### src/rtl/forward_ctrl_unit.sv
// Hazard/forwarding controller for the decode->execute boundary.
// It tracks EX/MEM/WB destinations, drives the operand forward-select codes,
// and sequences load-use stalls, multi-cycle EX occupancy and branch flushes.

// Guards the protocol: a taken branch cannot resolve while a multi-cycle op holds EX.
module forward_ctrl_unit_chk (
    input  logic clk,
    input  logic reset_n,
    input  logic mc_wait,
    input  logic branch_taken
);
    a_no_branch_in_mc_wait : assert property (@(posedge clk) disable iff (!reset_n)
        !(mc_wait && branch_taken));
endmodule

module forward_ctrl_unit #(
    parameter int REG_W     = 6,
    parameter int MC_CYCLES = 4
) (
    input  logic             clk,
    input  logic             reset_n,
    input  logic             id_valid,
    input  logic [REG_W-1:0] id_rs1,
    input  logic [REG_W-1:0] id_rs2,
    input  logic             id_rs1_used,
    input  logic             id_rs2_used,
    input  logic [REG_W-1:0] id_rd,
    input  logic             id_wr_en,
    input  logic             id_is_load,
    input  logic             id_is_multi,
    input  logic             branch_taken,
    output logic [2:0]       forward_data,
    output logic [2:0]       forward_data2,
    output logic             stall_if_id,
    output logic             hold_id_ex,
    output logic             busy
);
    // Tracker entry layout: {valid, wr_en, is_load, rd}
    localparam int ENT_W  = REG_W + 3;
    localparam int B_VAL  = REG_W + 2;
    localparam int B_WR   = REG_W + 1;
    localparam int B_LOAD = REG_W;

    typedef enum logic [1:0] {
        ST_RUN        = 2'd0,
        ST_LOAD_STALL = 2'd1,
        ST_MC_WAIT    = 2'd2
    } state_t;

    state_t           state_q, state_d;
    logic [3:0]       cnt_q, cnt_d;
    logic [ENT_W-1:0] ex_q, ex_d, mem_q, mem_d, wb_q, wb_d;
    logic [ENT_W-1:0] id_ent_s;
    logic             load_use_s;
    logic             bubble_s;
    logic [2:0]       sel1_s, sel2_s;

    // A used, non-zero source hits a valid, writing entry with the same rd.
    function automatic logic ent_hit(input logic [ENT_W-1:0] ent,
                                     input logic [REG_W-1:0] src,
                                     input logic             used);
        ent_hit = used && (src != {REG_W{1'b0}}) && ent[B_VAL] && ent[B_WR]
                  && (ent[REG_W-1:0] == src);
    endfunction

    // Operand source with EX > MEM > WB priority; a load in EX cannot forward yet.
    function automatic logic [2:0] fwd_sel(input logic [ENT_W-1:0] ex_e,
                                           input logic [ENT_W-1:0] mem_e,
                                           input logic [ENT_W-1:0] wb_e,
                                           input logic [REG_W-1:0] src,
                                           input logic             used);
        if (ent_hit(ex_e, src, used) && !ex_e[B_LOAD]) begin
            fwd_sel = 3'b001;
        end else if (ent_hit(mem_e, src, used)) begin
            fwd_sel = mem_e[B_LOAD] ? 3'b101 : 3'b011;
        end else if (ent_hit(wb_e, src, used)) begin
            fwd_sel = 3'b110;
        end else begin
            fwd_sel = 3'b000;
        end
    endfunction

    // Hazard detection and next-state / next-tracker computation.
    always_comb begin
        id_ent_s   = {id_valid, id_wr_en, id_is_load, id_rd};
        load_use_s = id_valid && (state_q == ST_RUN) &&
                     ((ent_hit(ex_q, id_rs1, id_rs1_used) && ex_q[B_LOAD]) ||
                      (ent_hit(ex_q, id_rs2, id_rs2_used) && ex_q[B_LOAD]));
        bubble_s   = branch_taken || load_use_s;
        state_d    = state_q;
        cnt_d      = cnt_q;
        ex_d       = id_ent_s;
        mem_d      = ex_q;
        wb_d       = mem_q;
        case (state_q)
            ST_RUN: begin
                if (branch_taken) begin
                    ex_d = {ENT_W{1'b0}};
                end else if (load_use_s) begin
                    ex_d    = {ENT_W{1'b0}};
                    state_d = ST_LOAD_STALL;
                end else if (id_valid && id_is_multi) begin
                    state_d = ST_MC_WAIT;
                    cnt_d   = 4'(MC_CYCLES - 1);
                end else begin
                    state_d = ST_RUN;
                end
            end
            ST_LOAD_STALL: begin
                if (branch_taken) begin
                    ex_d    = {ENT_W{1'b0}};
                    state_d = ST_RUN;
                end else if (id_valid && id_is_multi) begin
                    state_d = ST_MC_WAIT;
                    cnt_d   = 4'(MC_CYCLES - 1);
                end else begin
                    state_d = ST_RUN;
                end
            end
            ST_MC_WAIT: begin
                ex_d  = ex_q;
                mem_d = {ENT_W{1'b0}};
                wb_d  = mem_q;
                if (branch_taken) begin
                    ex_d    = {ENT_W{1'b0}};
                    state_d = ST_RUN;
                    cnt_d   = 4'd0;
                end else if (cnt_q <= 4'd1) begin
                    state_d = ST_RUN;
                    cnt_d   = 4'd0;
                end else begin
                    cnt_d = cnt_q - 4'd1;
                end
            end
            default: begin
                state_d = ST_RUN;
                cnt_d   = 4'd0;
                ex_d    = {ENT_W{1'b0}};
            end
        endcase
    end

    // Forward codes and stall/hold outputs; quiet while reset is asserted.
    always_comb begin
        sel1_s = bubble_s ? 3'b111 : fwd_sel(ex_q, mem_q, wb_q, id_rs1, id_rs1_used);
        sel2_s = bubble_s ? 3'b111 : fwd_sel(ex_q, mem_q, wb_q, id_rs2, id_rs2_used);
        if (reset_n) begin
            forward_data  = sel1_s;
            forward_data2 = sel2_s;
            stall_if_id   = (state_q == ST_MC_WAIT) || (load_use_s && !branch_taken);
            hold_id_ex    = (state_q == ST_MC_WAIT);
            busy          = (state_q != ST_RUN);
        end else begin
            forward_data  = 3'b000;
            forward_data2 = 3'b000;
            stall_if_id   = 1'b0;
            hold_id_ex    = 1'b0;
            busy          = 1'b0;
        end
    end

    // State, counter and pipeline tracker registers with synchronous reset.
    always_ff @(posedge clk) begin
        if (!reset_n) begin
            state_q <= ST_RUN;
            cnt_q   <= 4'd0;
            ex_q    <= {ENT_W{1'b0}};
            mem_q   <= {ENT_W{1'b0}};
            wb_q    <= {ENT_W{1'b0}};
        end else begin
            state_q <= state_d;
            cnt_q   <= cnt_d;
            ex_q    <= ex_d;
            mem_q   <= mem_d;
            wb_q    <= wb_d;
        end
    end

    forward_ctrl_unit_chk u_chk (
        .clk          (clk),
        .reset_n      (reset_n),
        .mc_wait      (state_q == ST_MC_WAIT),
        .branch_taken (branch_taken)
    );
endmodule

### config.mk
export PLATFORM = sky130hd
export DESIGN_NAME = forward_ctrl_unit
export DESIGN_NICKNAME = d
export VERILOG_FILES = /design/src/rtl/forward_ctrl_unit.sv
export SDC_FILE = /design/constraint.sdc
export NUM_CORES = 1
export LEC_CHECK = 0
export ABC_CLOCK_PERIOD_IN_PS = 3200
export CAP_MARGIN = 20
export CORE_MARGIN = 1
export CORE_UTILIZATION = 30
export CTS_CLUSTER_SIZE = 12
export DETAILED_ROUTE_END_ITERATION = 16
export GPL_TIMING_DRIVEN = 0
export PLACE_DENSITY_LB_ADDON = 0.3
export SETUP_SLACK_MARGIN = 0.02
export SLEW_MARGIN = 15
export SYNTH_ARGS = -nofsm -noshare
export SYNTH_HDL_FRONTEND = slang
export SYNTH_SLANG_ARGS = --single-unit
### constraint.sdc
create_clock -name clk -period 3.2 [get_ports clk]
set_clock_uncertainty 0.1 [all_clocks]
set_input_delay 0.32 -clock clk [delete_from_list [all_inputs] [get_ports clk]]
set_output_delay 0.32 -clock clk [all_outputs]
set_load 0.02 [all_outputs]
==> metrics.sh <==
OUTCOME='finished, final reports clean'
FINAL.MIN_CLOCK_PERIOD_NS=3.079
SYN2LAYOUT_AREA_GROWTH_PCT=30.87
MOST-COMMON-LAYOUT-CELLS='sky130_fd_sc_hd__dfxtp_1 (32), sky130_fd_sc_hd__xor2_1 (24), sky130_fd_sc_hd__clkdlybuf4s50_1 (24), sky130_fd_sc_hd__xnor2_1 (12), sky130_fd_sc_hd__nor2_1 (11)'
PORT_BUFFERS=33
MAPPEDNETLISTNETS=210
ANTENNA_FOUND_INITIAL=0
CLOCK-SINKS=32
GRT_PASS1_VIAS=1381
WHS_NS=0.3622
SLEW-LIMIT-HEADROOM_PCT=63.93
YOSYS.CELL_TYPES.COUNT=38
GRT_PASS1_WL_UM=6534
SETUP_TOTAL_NEGATIVE_SLACK_NS=0
FIN_NETS=253
RSZ0062_AT_GRT='no'
YS.WARNINGS.COUNT=0
SETUP.WORST_PATH.CLASS='primary input to primary output'
PLACEMENT_ROWS=27
DRV.MAX_CAP_VIOLATION_COUNT=0
TIMING.CRITICAL_PATH.ARRIVAL_NS=2.66
SETUP_SLACK_NS=0.1206
CLOCK_TREE.HTREE_LEVEL_COUNT=2
POSTSYNTHAREAPERCELL_SQ_UM=9.540
POWER.STATIC_LEAKAGE_nW=0.8851
CLASS_OF_THE_WORST_HOLD_PATH='flip-flop to flip-flop'
IOS=36
CTS_TREE='yes'
VIAS_PER_INSTANCE=4.798
POWER_DENSITY_nW_PER_UM2=386.5
YS_SEQ_AREA_SHARE_PCT=37.10
POWER.IR.VDD_WORST_mV=0.1751
DIE_Y_UM=77.87
GRT_MAX_DEGREE=13
CLOCK_LATENCY_NS=0.29
AREA_OF_COMBINATIONAL_CELLS_WITH_MULTIPLE_INPUTS_SQ_UM=1047
FINAL-SEQ-AREA_SQ_UM=640.6
TIGHTEST_SLEW_NS=0.5391
POWER_TOTAL_mW=0.8733
SYNTH_SEQ_CELLS=32
GRT.TOTAL_USAGE_PCT=14.15
COUNT_OF_NETS_LEFT_WITH_ANTENNA_VIOLATIONS_AFTER_DETAIL_ROUTING=0
CRITICAL_PATH_REQUIRED_NS=2.78
POST-ROUTE-UTIL_PCT=40.79
HPWL_UM=3276
DRTPASS1ITERATIONS=4
PERIOD_SHARE_PCT=96.23
PRE_CTS_SLACK_NS=-0.3476
START_UTIL_PCT=31.17
SETUP_VIOL_COUNT_FINAL=0
SYN_AREA_SQ_UM=1727
CTS-BUFFERS-INSERTED=5
FILL_CELLS=594
ITERATION_0_DRC_COUNT_OF_THE_DETAILED_ROUTER=96
FP.COREAREA_SQ_UM=5540
GRT.OVERFLOW.TOTAL=0
CRITICAL_PATH.MAX_FANOUT=4
FMAXACHIEVABLE_GHz=0.3247
SYNTH_CELLS=181
CRITPATHCAPTURETYPE='primary output'
FINALHOLDVIOLCOUNT=0
WL_UM=4072
FINAL_LAYOUT_SIZE_SUFFIX_GT1_SHARE_PCT=9.778
DIE_W_UM=77.87
FINALMAXSLEWVIOLATIONS=0
N_ANTENNA_CELL=0
CTS.PATH.MAX_BUFFERS=2
CLK_PIN_SLEW_WORST_PATHS_NS=0.07
CP-START-KIND='primary input'
PLACE_CONGESTION=0.7829
WL_PER_CELL_UM=13.71
LAYOUT.CELLS.MOST_COMMON='sky130_fd_sc_hd__dfxtp_1'
DRC=0
CLOCKROOTBUFFER='sky130_fd_sc_hd__clkbuf_8'
DIE_AREA_SQ_UM=6063
VIAS=1425
[where the power goes]
part	switching, mW	internal [mW]	total (mW)	leakage, nW
combinational	0.0684	0.0667	0.135	0.584
clock	0.161	0.154	0.315	0.0404
sequential	0.0130	0.411	0.423	0.261
[cell type report]
| cell class | count | area share, % |
|---|---|---|
| Multi-Input combinational cell | 138 | 46.35 |
| Sequential cell | 32 | 28.35 |
| Timing Repair Buffer | 36 | 15.39 |
| Tap cell | 72 | 3.987 |
| Clock buffer | 5 | 3.045 |
| Clock inverter | 3 | 1.052 |
| Inverter | 6 | 0.9967 |
| Buffer | 5 | 0.8306 |
[sequential cells by signal, indices dropped and copies added (netlist names)]
register  flops
ex_q          9
wb_q          8
cnt_q         4
state_q       2
mem_q         9
[critical path, stage by stage]
cell and delay [ns]:
sky130_fd_sc_hd__clkdlybuf4s50_1 0.53, sky130_fd_sc_hd__xor2_1 0.21, sky130_fd_sc_hd__or4_4 0.44, sky130_fd_sc_hd__nor4_4 0.23, sky130_fd_sc_hd__a41oi_2 0.08, sky130_fd_sc_hd__a2111o_1 0.40, sky130_fd_sc_hd__a21oi_1 0.17, sky130_fd_sc_hd__clkdlybuf4s15_2 0.28
[cells in the mapped netlist]
cell / n / area share [%]
sky130_fd_sc_hd__nand4_2: 1 / 0.72
sky130_fd_sc_hd__o22ai_1: 1 / 0.36
sky130_fd_sc_hd__a32oi_1: 1 / 0.51
sky130_fd_sc_hd__or4_1: 3 / 1.3
sky130_fd_sc_hd__nand2_1: 6 / 1.3
sky130_fd_sc_hd__ha_1: 2 / 1.4
sky130_fd_sc_hd__o32ai_1: 1 / 0.51
sky130_fd_sc_hd__o31ai_1: 1 / 0.43
sky130_fd_sc_hd__inv_1: 5 / 1.1
sky130_fd_sc_hd__nand4_1: 2 / 0.72
sky130_fd_sc_hd__nand3_1: 4 / 1.2
sky130_fd_sc_hd__nor3_4: 1 / 0.94
sky130_fd_sc_hd__o21ai_0: 3 / 0.87
sky130_fd_sc_hd__xor2_1: 24 / 12
sky130_fd_sc_hd__a31oi_1: 2 / 0.72
sky130_fd_sc_hd__or4_4: 1 / 0.65
sky130_fd_sc_hd__o31a_1: 2 / 1.0
sky130_fd_sc_hd__clkbuf_1: 5 / 1.1
sky130_fd_sc_hd__and3_1: 10 / 3.6
sky130_fd_sc_hd__clkinv_1: 1 / 0.22
sky130_fd_sc_hd__dfxtp_1: 32 / 37
sky130_fd_sc_hd__o21a_1: 2 / 0.87
sky130_fd_sc_hd__nor4_1: 3 / 1.1
sky130_fd_sc_hd__nor4_4: 2 / 2.5
sky130_fd_sc_hd__o211a_1: 2 / 1.2
sky130_fd_sc_hd__nor2b_1: 1 / 0.36
sky130_fd_sc_hd__a211oi_1: 2 / 0.87
sky130_fd_sc_hd__nor3_1: 4 / 1.2
sky130_fd_sc_hd__xnor2_1: 12 / 6.1
sky130_fd_sc_hd__a2111o_1: 2 / 1.3
sky130_fd_sc_hd__a41oi_2: 1 / 0.94
sky130_fd_sc_hd__and2_1: 8 / 2.9
sky130_fd_sc_hd__or3_1: 3 / 1.1
sky130_fd_sc_hd__nor2_1: 12 / 2.6
sky130_fd_sc_hd__o21ai_1: 4 / 1.2
sky130_fd_sc_hd__a22o_1: 8 / 4.1
sky130_fd_sc_hd__o31ai_4: 2 / 2.5
sky130_fd_sc_hd__a21oi_1: 5 / 1.4
[layer usage]
metal	up-vias	routed length [um]	GRT usage [%]
met5	-	0	0
met4	0	48	4.906
met3	5	135	4.118
met2	23	1836	22.83
met1	652	2052	17.86
li1	745	-	-
[cell families (layout without fill, tap and decap cells)]
kind of cell,after synthesis,after routing,share of synthesized area [%]
AOI/OAI and AO/OA,39,39,18.70
xor gates and xnor gates,36,36,18.26
adders and majority gates,2,2,1.449
buffers and inverters,11,55,2.391
DFF,32,32,37.10
and+or+nand+nor,61,61,22.10
[per-stage QoR]
stage | instance area, sq um | std cells
2_1_floorplan | 1727 | 181
3_3_place_gp | 2147 | 286
3_5_place_dp | 2147 | 286
4_1_cts | 2251 | 296
5_1_grt | 2260 | 297
6_report | 2260 | 297
[path summary, 6_finish.rpt]
check | startpoint | endpoint | slack, ns | cells after the start
min | mem_q[8]$_SDFF_PP0_ | wb_q[8]$_SDFF_PN0_ | 0.36 | 1
max | id_rs2[0] | forward_data2[2] | 0.12 | 8
min reg2reg | mem_q[8]$_SDFF_PP0_ | wb_q[8]$_SDFF_PN0_ | 0.36 | 1
max reg2reg | ex_q[2]$_SDFFE_PN0P_ | cnt_q[0]$_SDFFE_PN0P_ | 1.11 | 7
[timing repair]
item	in CTS	in global routing
buffers inserted	2	1
gates resized for setup	14	1
setup endpoints to repair	7	3
hold buffers	0	0
pin swaps	2	2
No activity file was read; power rests on OpenSTA's default activity.
